[src/rtl/ccp_pkg.sv]
// rtl/ccp_pkg.sv - shared types and constants for the CCP write queue
package ccp_pkg;

    // Default data word width; the queue itself is parameterised separately.
    localparam int CCP_DATA_W = 8;

    // Source tag stored with every queued word.
    typedef enum logic {
        SRC_A = 1'b0,
        SRC_B = 1'b1
    } ccp_src_t;

    // One queue entry at the default data width.
    typedef struct packed {
        ccp_src_t                src;
        logic [CCP_DATA_W-1:0]   data;
    } ccp_entry_t;

endpackage

[src/rtl/ccp_queue_mem.sv]
// rtl/ccp_queue_mem.sv - DEPTH x {src,data} register array, two write ports, one async read port
//   clk            : clock (storage is intentionally not reset)
//   we0/wdata0     : write port 0, slot waddr
//   we1/wdata1     : write port 1, slot waddr+1 (wraps modulo DEPTH)
//   raddr/rdata    : combinational read of slot raddr
module ccp_queue_mem #(
    parameter int  DATA_W = 8,
    parameter int  DEPTH  = 4,
    localparam int AW     = $clog2(DEPTH)
) (
    input  logic              clk,
    input  logic              we0,
    input  logic [DATA_W:0]   wdata0,
    input  logic              we1,
    input  logic [DATA_W:0]   wdata1,
    input  logic [AW-1:0]     waddr,
    input  logic [AW-1:0]     raddr,
    output logic [DATA_W:0]   rdata
);

    logic [DATA_W:0] mem_q [DEPTH];
    logic [DATA_W:0] mem_d [DEPTH];
    logic [AW-1:0]   waddr1;

    // Second slot wraps naturally because AW bits index exactly DEPTH entries.
    assign waddr1 = waddr + AW'(1);

    always_comb begin
        mem_d = mem_q;
        if (we0) begin
            mem_d[waddr] = wdata0;
        end
        if (we1) begin
            mem_d[waddr1] = wdata1;
        end
    end

    always_ff @(posedge clk) begin
        mem_q <= mem_d;
    end

    assign rdata = mem_q[raddr];

endmodule

[src/rtl/ccp_write_queue.sv]
// rtl/ccp_write_queue.sv - grant-driven write queue with source tags and ready feedback
//   signalA/dataA, signalB/dataB : enqueue grants (A ordered before B in a cycle)
//   readySignal                  : high while at least two entries are free
//   out_valid/out_ready/out_data/out_src : head-of-queue handshake
//   count                        : occupancy 0..DEPTH
//   overflow                     : sticky, set when any grant is dropped
module ccp_write_queue
    import ccp_pkg::*;
#(
    parameter int DATA_W = 8,
    parameter int DEPTH  = 4
) (
    input  logic                     clk,
    input  logic                     rst_n,
    input  logic                     signalA,
    input  logic                     signalB,
    input  logic [DATA_W-1:0]        dataA,
    input  logic [DATA_W-1:0]        dataB,
    output logic                     readySignal,
    output logic                     out_valid,
    input  logic                     out_ready,
    output logic [DATA_W-1:0]        out_data,
    output logic                     out_src,
    output logic [$clog2(DEPTH):0]   count,
    output logic                     overflow
);

    localparam int            PW      = $clog2(DEPTH);
    localparam int            CW      = PW + 1;
    localparam logic [CW-1:0] DEPTH_C = CW'(DEPTH);

    logic [PW-1:0]   rd_ptr_q, rd_ptr_d;
    logic [PW-1:0]   wr_ptr_q, wr_ptr_d;
    logic [CW-1:0]   count_q, count_d;
    logic            overflow_q, overflow_d;

    logic            pop;
    logic            acc_a;
    logic            acc_b;
    logic [CW-1:0]   free_slots;
    logic            we0, we1;
    logic [DATA_W:0] wdata0, wdata1;
    logic [DATA_W:0] rd_entry;

    always_comb begin
        pop        = (count_q != '0) && out_ready;
        // A slot vacated by this cycle's pop is usable by this cycle's push.
        free_slots = DEPTH_C - count_q + CW'(pop);
        acc_a      = signalA && (free_slots != '0);
        acc_b      = signalB && (free_slots > (acc_a ? CW'(1) : CW'(0)));

        // Port 0 always takes the first accepted word; port 1 only for B after A.
        we0    = acc_a || acc_b;
        wdata0 = acc_a ? {SRC_A, dataA} : {SRC_B, dataB};
        we1    = acc_a && acc_b;
        wdata1 = {SRC_B, dataB};

        wr_ptr_d   = wr_ptr_q + PW'(acc_a) + PW'(acc_b);
        rd_ptr_d   = rd_ptr_q + PW'(pop);
        count_d    = count_q + CW'(acc_a) + CW'(acc_b) - CW'(pop);
        overflow_d = overflow_q | (signalA & ~acc_a) | (signalB & ~acc_b);
    end

    always_ff @(posedge clk or negedge rst_n) begin
        if (!rst_n) begin
            rd_ptr_q   <= '0;
            wr_ptr_q   <= '0;
            count_q    <= '0;
            overflow_q <= 1'b0;
        end else begin
            rd_ptr_q   <= rd_ptr_d;
            wr_ptr_q   <= wr_ptr_d;
            count_q    <= count_d;
            overflow_q <= overflow_d;
        end
    end

    ccp_queue_mem #(
        .DATA_W (DATA_W),
        .DEPTH  (DEPTH)
    ) u_mem (
        .clk    (clk),
        .we0    (we0),
        .wdata0 (wdata0),
        .we1    (we1),
        .wdata1 (wdata1),
        .waddr  (wr_ptr_q),
        .raddr  (rd_ptr_q),
        .rdata  (rd_entry)
    );

    // Two free slots guarantee a dual grant issued while ready always fits.
    assign readySignal = (count_q <= DEPTH_C - CW'(2));
    assign out_valid   = (count_q != '0);
    assign out_data    = rd_entry[DATA_W-1:0];
    assign out_src     = rd_entry[DATA_W];
    assign count       = count_q;
    assign overflow    = overflow_q;

endmodule

[config.mk]
export PLATFORM = sky130hd
export DESIGN_NAME = ccp_write_queue
export DESIGN_NICKNAME = d
export VERILOG_FILES = /design/src/rtl/ccp_pkg.sv /design/src/rtl/ccp_queue_mem.sv /design/src/rtl/ccp_write_queue.sv
export SDC_FILE = /design/constraint.sdc
export NUM_CORES = 1
export LEC_CHECK = 0
export CAP_MARGIN = 10
export CORE_UTILIZATION = 45
export CTS_CLUSTER_DIAMETER = 100
export DETAILED_ROUTE_END_ITERATION = 7
export GPL_TIMING_DRIVEN = 0
export HOLD_SLACK_MARGIN = 0.03
export PLACE_DENSITY = 0.77
export RECOVER_POWER = 50
export REMOVE_ABC_BUFFERS = 1
export SLEW_MARGIN = 20
export SYNTH_ARGS = -nofsm -noshare
export SYNTH_HDL_FRONTEND = slang
export SYNTH_SLANG_ARGS = --single-unit
[constraint.sdc]
create_clock -name clk -period 5.4 [get_ports clk]
set_input_delay 1.08 -clock clk [delete_from_list [all_inputs] [get_ports clk]]
set_output_delay 1.08 -clock clk [all_outputs]
set_load 0.02 [all_outputs]
==> flow_metrics.py, run 1 <==
metrics = {
    "outcome": {
        "status": "completed",
    },
    "sta": {
        "tns_ns": 0,
        "maxSlewHeadroom_pct": 29.2,
        "min_period_over_period_pct": 83.2,
        "holdWs_ns": 0.467,
        "finalCriticalPeriod_ns": 4.50,
        "setup_violations": 0,
        "slew_viol_final": 0,
        "finClkSkew_ns": 0.00975,
        "hold_viol": 0,
        "rsz0062_at_grt": "no",
        "max_freq_mhz": 222,
        "worstMarginPinSlew_ns": 1.06,
    },
    "synthesis": {
        "yosys_warnings": 0,
        "syn_area_per_cell_um2": 10.8,
        "synthTopCellsByArea": "dfxtp_1, mux2i_1, mux4_2, dfrtp_1, nand2_1",
        "synth_seq_cells": 44,
        "ys_types": 35,
        "synthCells": 228,
        "synth_top_area_share_pct": 29.3,
        "yosys.area.top_type": "dfxtp_1",
        "syn_area_um2": 2460,
        "seq_area_frac_synth_pct": 37.5,
    },
    "final_layout": {
        "layout_common_cells": "nand2_1, dfxtp_1, mux2i_1",
        "drive_gt1_share_pct": 16.9,
        "final_common_cell": "nand2_1",
        "final_area_um2": 2900,
        "diodes": 0,
        "nets": 289,
        "area_growth_pct": 17.9,
        "nFillCells": 439,
    },
    "detailed_routing": {
        "num_vias": 1775,
        "drtIter0Drc": 118,
        "post_drt_wl_per_cell_um": 14.7,
        "drc": 0,
        "viasPerCell": 5.38,
        "routed_wl_um": 4860,
        "dr.pass1.iters": 5,
        "drtAntennaViolNets": 0,
    },
    "die": {
        "core_area_um2": 5170,
        "die-area_um2": 5760,
        "die_w_um": 75.9,
        "rows": 26,
        "die_h_um": 75.9,
        "io_pins": 36,
        "initial_core_util_pct": 47.5,
    },
    "setup_path": {
        "cp.arrival_ns": 4.68,
        "critPathKind": "primary input to register",
        "path_max_fanout": 12,
        "critPathRequiredTime_ns": 5.59,
        "cp-start-kind": "primary input",
        "crit_path_end_kind": "register",
    },
    "cts": {
        "htreeDepth": 2,
        "postCtsHoldBufs": 0,
        "clk_pin_slew_ns": 0.08,
        "cts_sinks": 44,
        "post_cts_buffers": 0,
        "cts_resized": 0,
        "clk_latency_ns": 0.30,
        "clockBufferDepth": 2,
        "cts-root-buf": "clkbuf_8",
        "cts_tree": "yes",
        "numCtsBuffers": 5,
    },
    "global_route": {
        "grt_max_degree": 21,
        "grt_use_total_pct": 18.3,
        "grt_pass1_vias": 1614,
        "antenna_found_initial": 0,
        "grt_pass1_wl_um": 7690,
        "grt.overflow.total": 0,
    },
    "job": {
        "maxCapViolCount": 0,
    },
    "placed_design": {
        "placed_area_um2": 2820,
        "numPortBuffers": 35,
        "place_congestion": 0.754,
        "post-dp-hpwl_um": 3300,
    },
    "min_path": {
        "hp-class": "register to register",
    },
    "power": {
        "power_density_nw_per_um2": 694,
        "vdd_drop_max_mv": 0.240,
        "p_leak_nw": 1.07,
    },
}
synthesized netlist by cell type, drive strengths merged:
master,n
nand2,37
dfxtp,36
o21ai,34
mux2i,32
mux4,9
dfrtp,8
ha,8
mux2,8
buf,7
a21oi,6
inv,6
clkbuf,4
nand2b,4
nor3,4
xnor2,4
a31oi,3
nor2,3
o21bai,3
o21a,2
o22a,2
xor2,2
a21o,1
a221o,1
fa,1
nor3b,1
o31ai,1
or2,1
cell families after synthesis:
logic type | after synthesis | synth area share, %
xor gates and xnor gates | 6 | 2.45
adders and majority gates | 9 | 4.89
AOI/OAI and AO/OA | 53 | 15.7
buffers and inverters | 17 | 4.18
muxes | 49 | 25.0
DFF | 44 | 37.5
and+or+nand+nor | 50 | 10.3
stage by stage:
step                util [%]  instances  power [mW]  setup WS [ns]
detailed placement      54.5        322        1.85          0.827
global route            56.0        330        2.16          0.598
finish                  56.0        330        2.01          0.905
global placement        54.5        322        1.82          0.869
floorplan                  -        217        1.50           1.56
CTS                     56.3        330        2.07           1.14
routing by layer:
metal	share of wire (%)	routed length (um)	global-route usage, %	vias up
met5	0	0	0	-
met4	1.2	58	6.79	0
met3	3.4	166	2.38	5
met2	49	2390	30.3	29
met1	46	2250	24.4	855
li1	-	-	-	886
power by group:
group          internal (mW)  switching (mW)  total (mW)
combinational          0.555           0.589        1.14
clock                  0.104           0.115       0.220
sequential             0.507           0.141       0.648
total                   1.17           0.845        2.01
worst max-delay path, stage by stage:
cell and delay, ns:
dlygate4sd3_1 0.52, nand2_1 0.07, ha_1 0.19, inv_1 0.05, ha_1 0.15, xor2_1 0.36, o21a_1 0.39, ha_1 0.21
o21bai_1 0.10, o21ai_2 0.83, o21bai_1 0.18, fa_1 0.42, xnor2_1 0.14
flip-flops by register name, summed over array words and instances, names as in the netlist:
| signal | flops |
|---|---|
| count | 3 |
| u_mem.mem_q | 36 |
| rd_ptr_q | 2 |
| overflow | 1 |
| wr_ptr_q | 2 |
final timing paths:
check,startpoint,end,slack [ns],depth (start not counted)
min in group asynchronous,rst_n,count[0]$_DFF_PN0_,1.13,1
worst min register to register,u_mem.mem_q[26]$_DFF_P_,u_mem.mem_q[26]$_DFF_P_,0.47,1
worst max-delay path,out_ready,count[2]$_DFF_PN0_,0.90,13
max in group asynchronous,rst_n,rd_ptr_q[1]$_DFF_PN0_,4.00,1
worst min-delay path,u_mem.mem_q[26]$_DFF_P_,u_mem.mem_q[26]$_DFF_P_,0.47,1
worst max register to register,count[0]$_DFF_PN0_,count[2]$_DFF_PN0_,1.54,14
area by class of cell:
| cell class | instances | area, um^2 | share of cell area [%] |
|---|---|---|---|
| Clock buffer | 6 | 82.6 | 2.85 |
| Multi-Input combinational cell | 167 | 1420 | 48.9 |
| Timing Repair Buffer | 35 | 350 | 12.1 |
| Tap cell | 70 | 87.6 | 3.02 |
| Inverter | 6 | 25.0 | 0.864 |
| Sequential cell | 44 | 921 | 31.8 |
| Clock inverter | 2 | 12.5 | 0.432 |
Note: power is estimated with default switching activity, not from simulation.
==> run 2, diff against run 1 <==
==> constraint.sdc (replaced) <==
create_clock -name clk -period 4.21 [get_ports clk]
set_input_delay 0.842 -clock clk [delete_from_list [all_inputs] [get_ports clk]]
set_output_delay 0.842 -clock clk [all_outputs]
set_load 0.02 [all_outputs]
==> flow_metrics.py, run 2 (same netlist as run 1, synthesis figures left out) <==
metrics = {
    "cts": {
        "numCtsBuffers": 5,
        "cts_resized": 0,
        "cts-root-buf": "clkbuf_8",
        "clk_pin_slew_ns": 0.08,
        "clk_latency_ns": 0.30,
        "cts_tree": "yes",
        "postCtsHoldBufs": 0,
        "cts_sinks": 44,
        "post_cts_buffers": 0,
        "clockBufferDepth": 2,
        "htreeDepth": 2,
    },
    "sta": {
        "finalCriticalPeriod_ns": 3.94,
        "holdWs_ns": 0.467,
        "tns_ns": 0,
        "maxSlewHeadroom_pct": 53.0,
        "finClkSkew_ns": 0.00986,
        "min_period_over_period_pct": 93.5,
        "setup_ws_ns": 0.275,
        "rsz0062_at_grt": "no",
        "hold_viol": 0,
        "setup_violations": 0,
        "worstMarginPinSlew_ns": 0.703,
        "max_freq_mhz": 254,
        "slew_viol_final": 0,
    },
    "setup_path": {
        "crit_path_end_kind": "register",
        "critPathRequiredTime_ns": 4.39,
        "rrSetupSlack_ns": 0.55,
        "cpMostUsedCell": "ha_1",
        "cpPeakStageDelay_ns": 0.45,
        "cp-start-kind": "primary input",
        "cp.arrival_ns": 4.12,
        "critPathKind": "primary input to register",
        "cp_slowest_cell": "clkdlybuf4s50_1",
        "r2r_cells": 16,
        "path_max_fanout": 7,
        "worstPathCellList": "clkdlybuf4s50_1 > nand2_1 > ha_1 > inv_1 > ha_1 > xor2_4 > o21a_4 > ha_1 > o21bai_1 > o21a_1 > xnor2_1 > ha_1 > o21bai_1 > fa_1 > xnor2_1",
    },
    "global_route": {
        "grt.overflow.total": 0,
        "grt_pass1_wl_um": 7690,
        "use_met3_pct": 2.38,
        "grt_pass1_vias": 1614,
        "grt_util_met2_pct": 30.3,
        "grt_max_degree": 21,
        "antenna_found_initial": 0,
        "met1_usage_pct": 24.4,
        "grt_use_total_pct": 18.3,
        "top_usage_layer": "met2",
    },
    "die": {
        "initial_core_util_pct": 47.5,
        "die-area_um2": 5760,
        "die_w_um": 75.9,
        "core_area_um2": 5170,
        "rows": 26,
        "io_pins": 36,
        "die_h_um": 75.9,
    },
    "placed_design": {
        "dp_slack_ns": -0.125,
        "placed_area_um2": 2820,
        "numPortBuffers": 35,
        "dp.cells": 322,
        "place_congestion": 0.754,
        "post-dp-hpwl_um": 3300,
    },
    "final_layout": {
        "seq_area_um2": 921,
        "multi_input_area_um2": 1450,
        "top_register": "u_mem.mem_q",
        "finalNonFillerCells": 330,
        "diodes": 0,
        "drive_gt1_share_pct": 17.7,
        "largest_reg_flops": 36,
        "nFillCells": 433,
        "layout_common_cells": "nand2_1, dfxtp_1, mux2i_1",
        "area_growth_pct": 19.3,
        "final_common_cell": "nand2_1",
        "final_area_um2": 2930,
        "nets": 289,
    },
    "detailed_routing": {
        "drtIter0Drc": 145,
        "drtAntennaViolNets": 0,
        "dr.pass1.iters": 5,
        "routed_wl_um": 4830,
        "num_vias": 1779,
        "viasPerCell": 5.39,
        "drc": 0,
        "post_drt_wl_per_cell_um": 14.6,
    },
    "min_path": {
        "min_path_cells": 1,
        "hp-class": "register to register",
    },
    "power": {
        "p_leak_nw": 1.07,
        "vdd_drop_max_mv": 0.306,
        "power_density_nw_per_um2": 893,
    },
    "outcome": {
        "status": "completed",
    },
    "job": {
        "maxCapViolCount": 0,
    },
}
==> run 2: cell types whose count changed in the layout (fill, tap and decap cells not counted) <==
cell,before,now
xor2_4,0,1
xor2_1,2,1
clkdlybuf4s50_1,18,19
o21a_4,0,1
dlygate4sd3_1,17,16
o21ai_2,9,8
o21ai_4,0,1
o21a_1,2,1
==> run 2: path summary, 6_finish.rpt <==
| kind | from | endpoint |
|---|---|---|
| setup / recovery | out_ready | count[2]$_DFF_PN0_ |
| hold / removal | u_mem.mem_q[35]$_DFF_P_ | u_mem.mem_q[35]$_DFF_P_ |
| setup reg to reg | count[2]$_DFF_PN0_ | count[2]$_DFF_PN0_ |
| hold reg to reg | u_mem.mem_q[35]$_DFF_P_ | u_mem.mem_q[35]$_DFF_P_ |
| max in group asynchronous | rst_n | rd_ptr_q[1]$_DFF_PN0_ |
| min in group asynchronous | rst_n | count[0]$_DFF_PN0_ |
==> run 2: per-layer routing <==
metal / vias to the layer above / part of all wire (%)
li1: 886 / -
met1: 848 / 45
met2: 40 / 48
met3: 5 / 5.7
met4: 0 / 1.2
met5: - / 0
==> run 2: cell type report <==
| type | count | share of cell area, % |
|---|---|---|
| Clock buffer | 6 | 2.82 |
| Sequential cell | 44 | 31.4 |
| Clock inverter | 2 | 0.427 |
| Inverter | 6 | 0.854 |
| Multi-Input combinational cell | 167 | 49.5 |
| Tap cell | 70 | 2.99 |
| Timing Repair Buffer | 35 | 12.0 |
==> run 2: power by group <==
| group | internal, mW | switching [mW] | total, mW |
|---|---|---|---|
| clock network | 0.134 | 0.148 | 0.282 |
| registers | 0.651 | 0.185 | 0.836 |
| logic | 0.729 | 0.769 | 1.50 |
| total | 1.51 | 1.10 | 2.62 |
==> run 2: worst max-delay path: cells and delay by family <==
family	cells	cell delay, ns
simple gates	1	0.07
compound gates	4	0.98
xor+xnor	3	0.49
buf+inv	2	0.50
fa+ha+maj	5	1.23
==> run 2: stage by stage <==
stage / utilization [%] / total power [mW]
3_3_place_gp: 54.5 / 2.33
6_report: 56.7 / 2.62
5_1_grt: 56.7 / 2.81
4_1_cts: 56.3 / 2.66
2_1_floorplan: - / 1.92
3_5_place_dp: 54.5 / 2.37
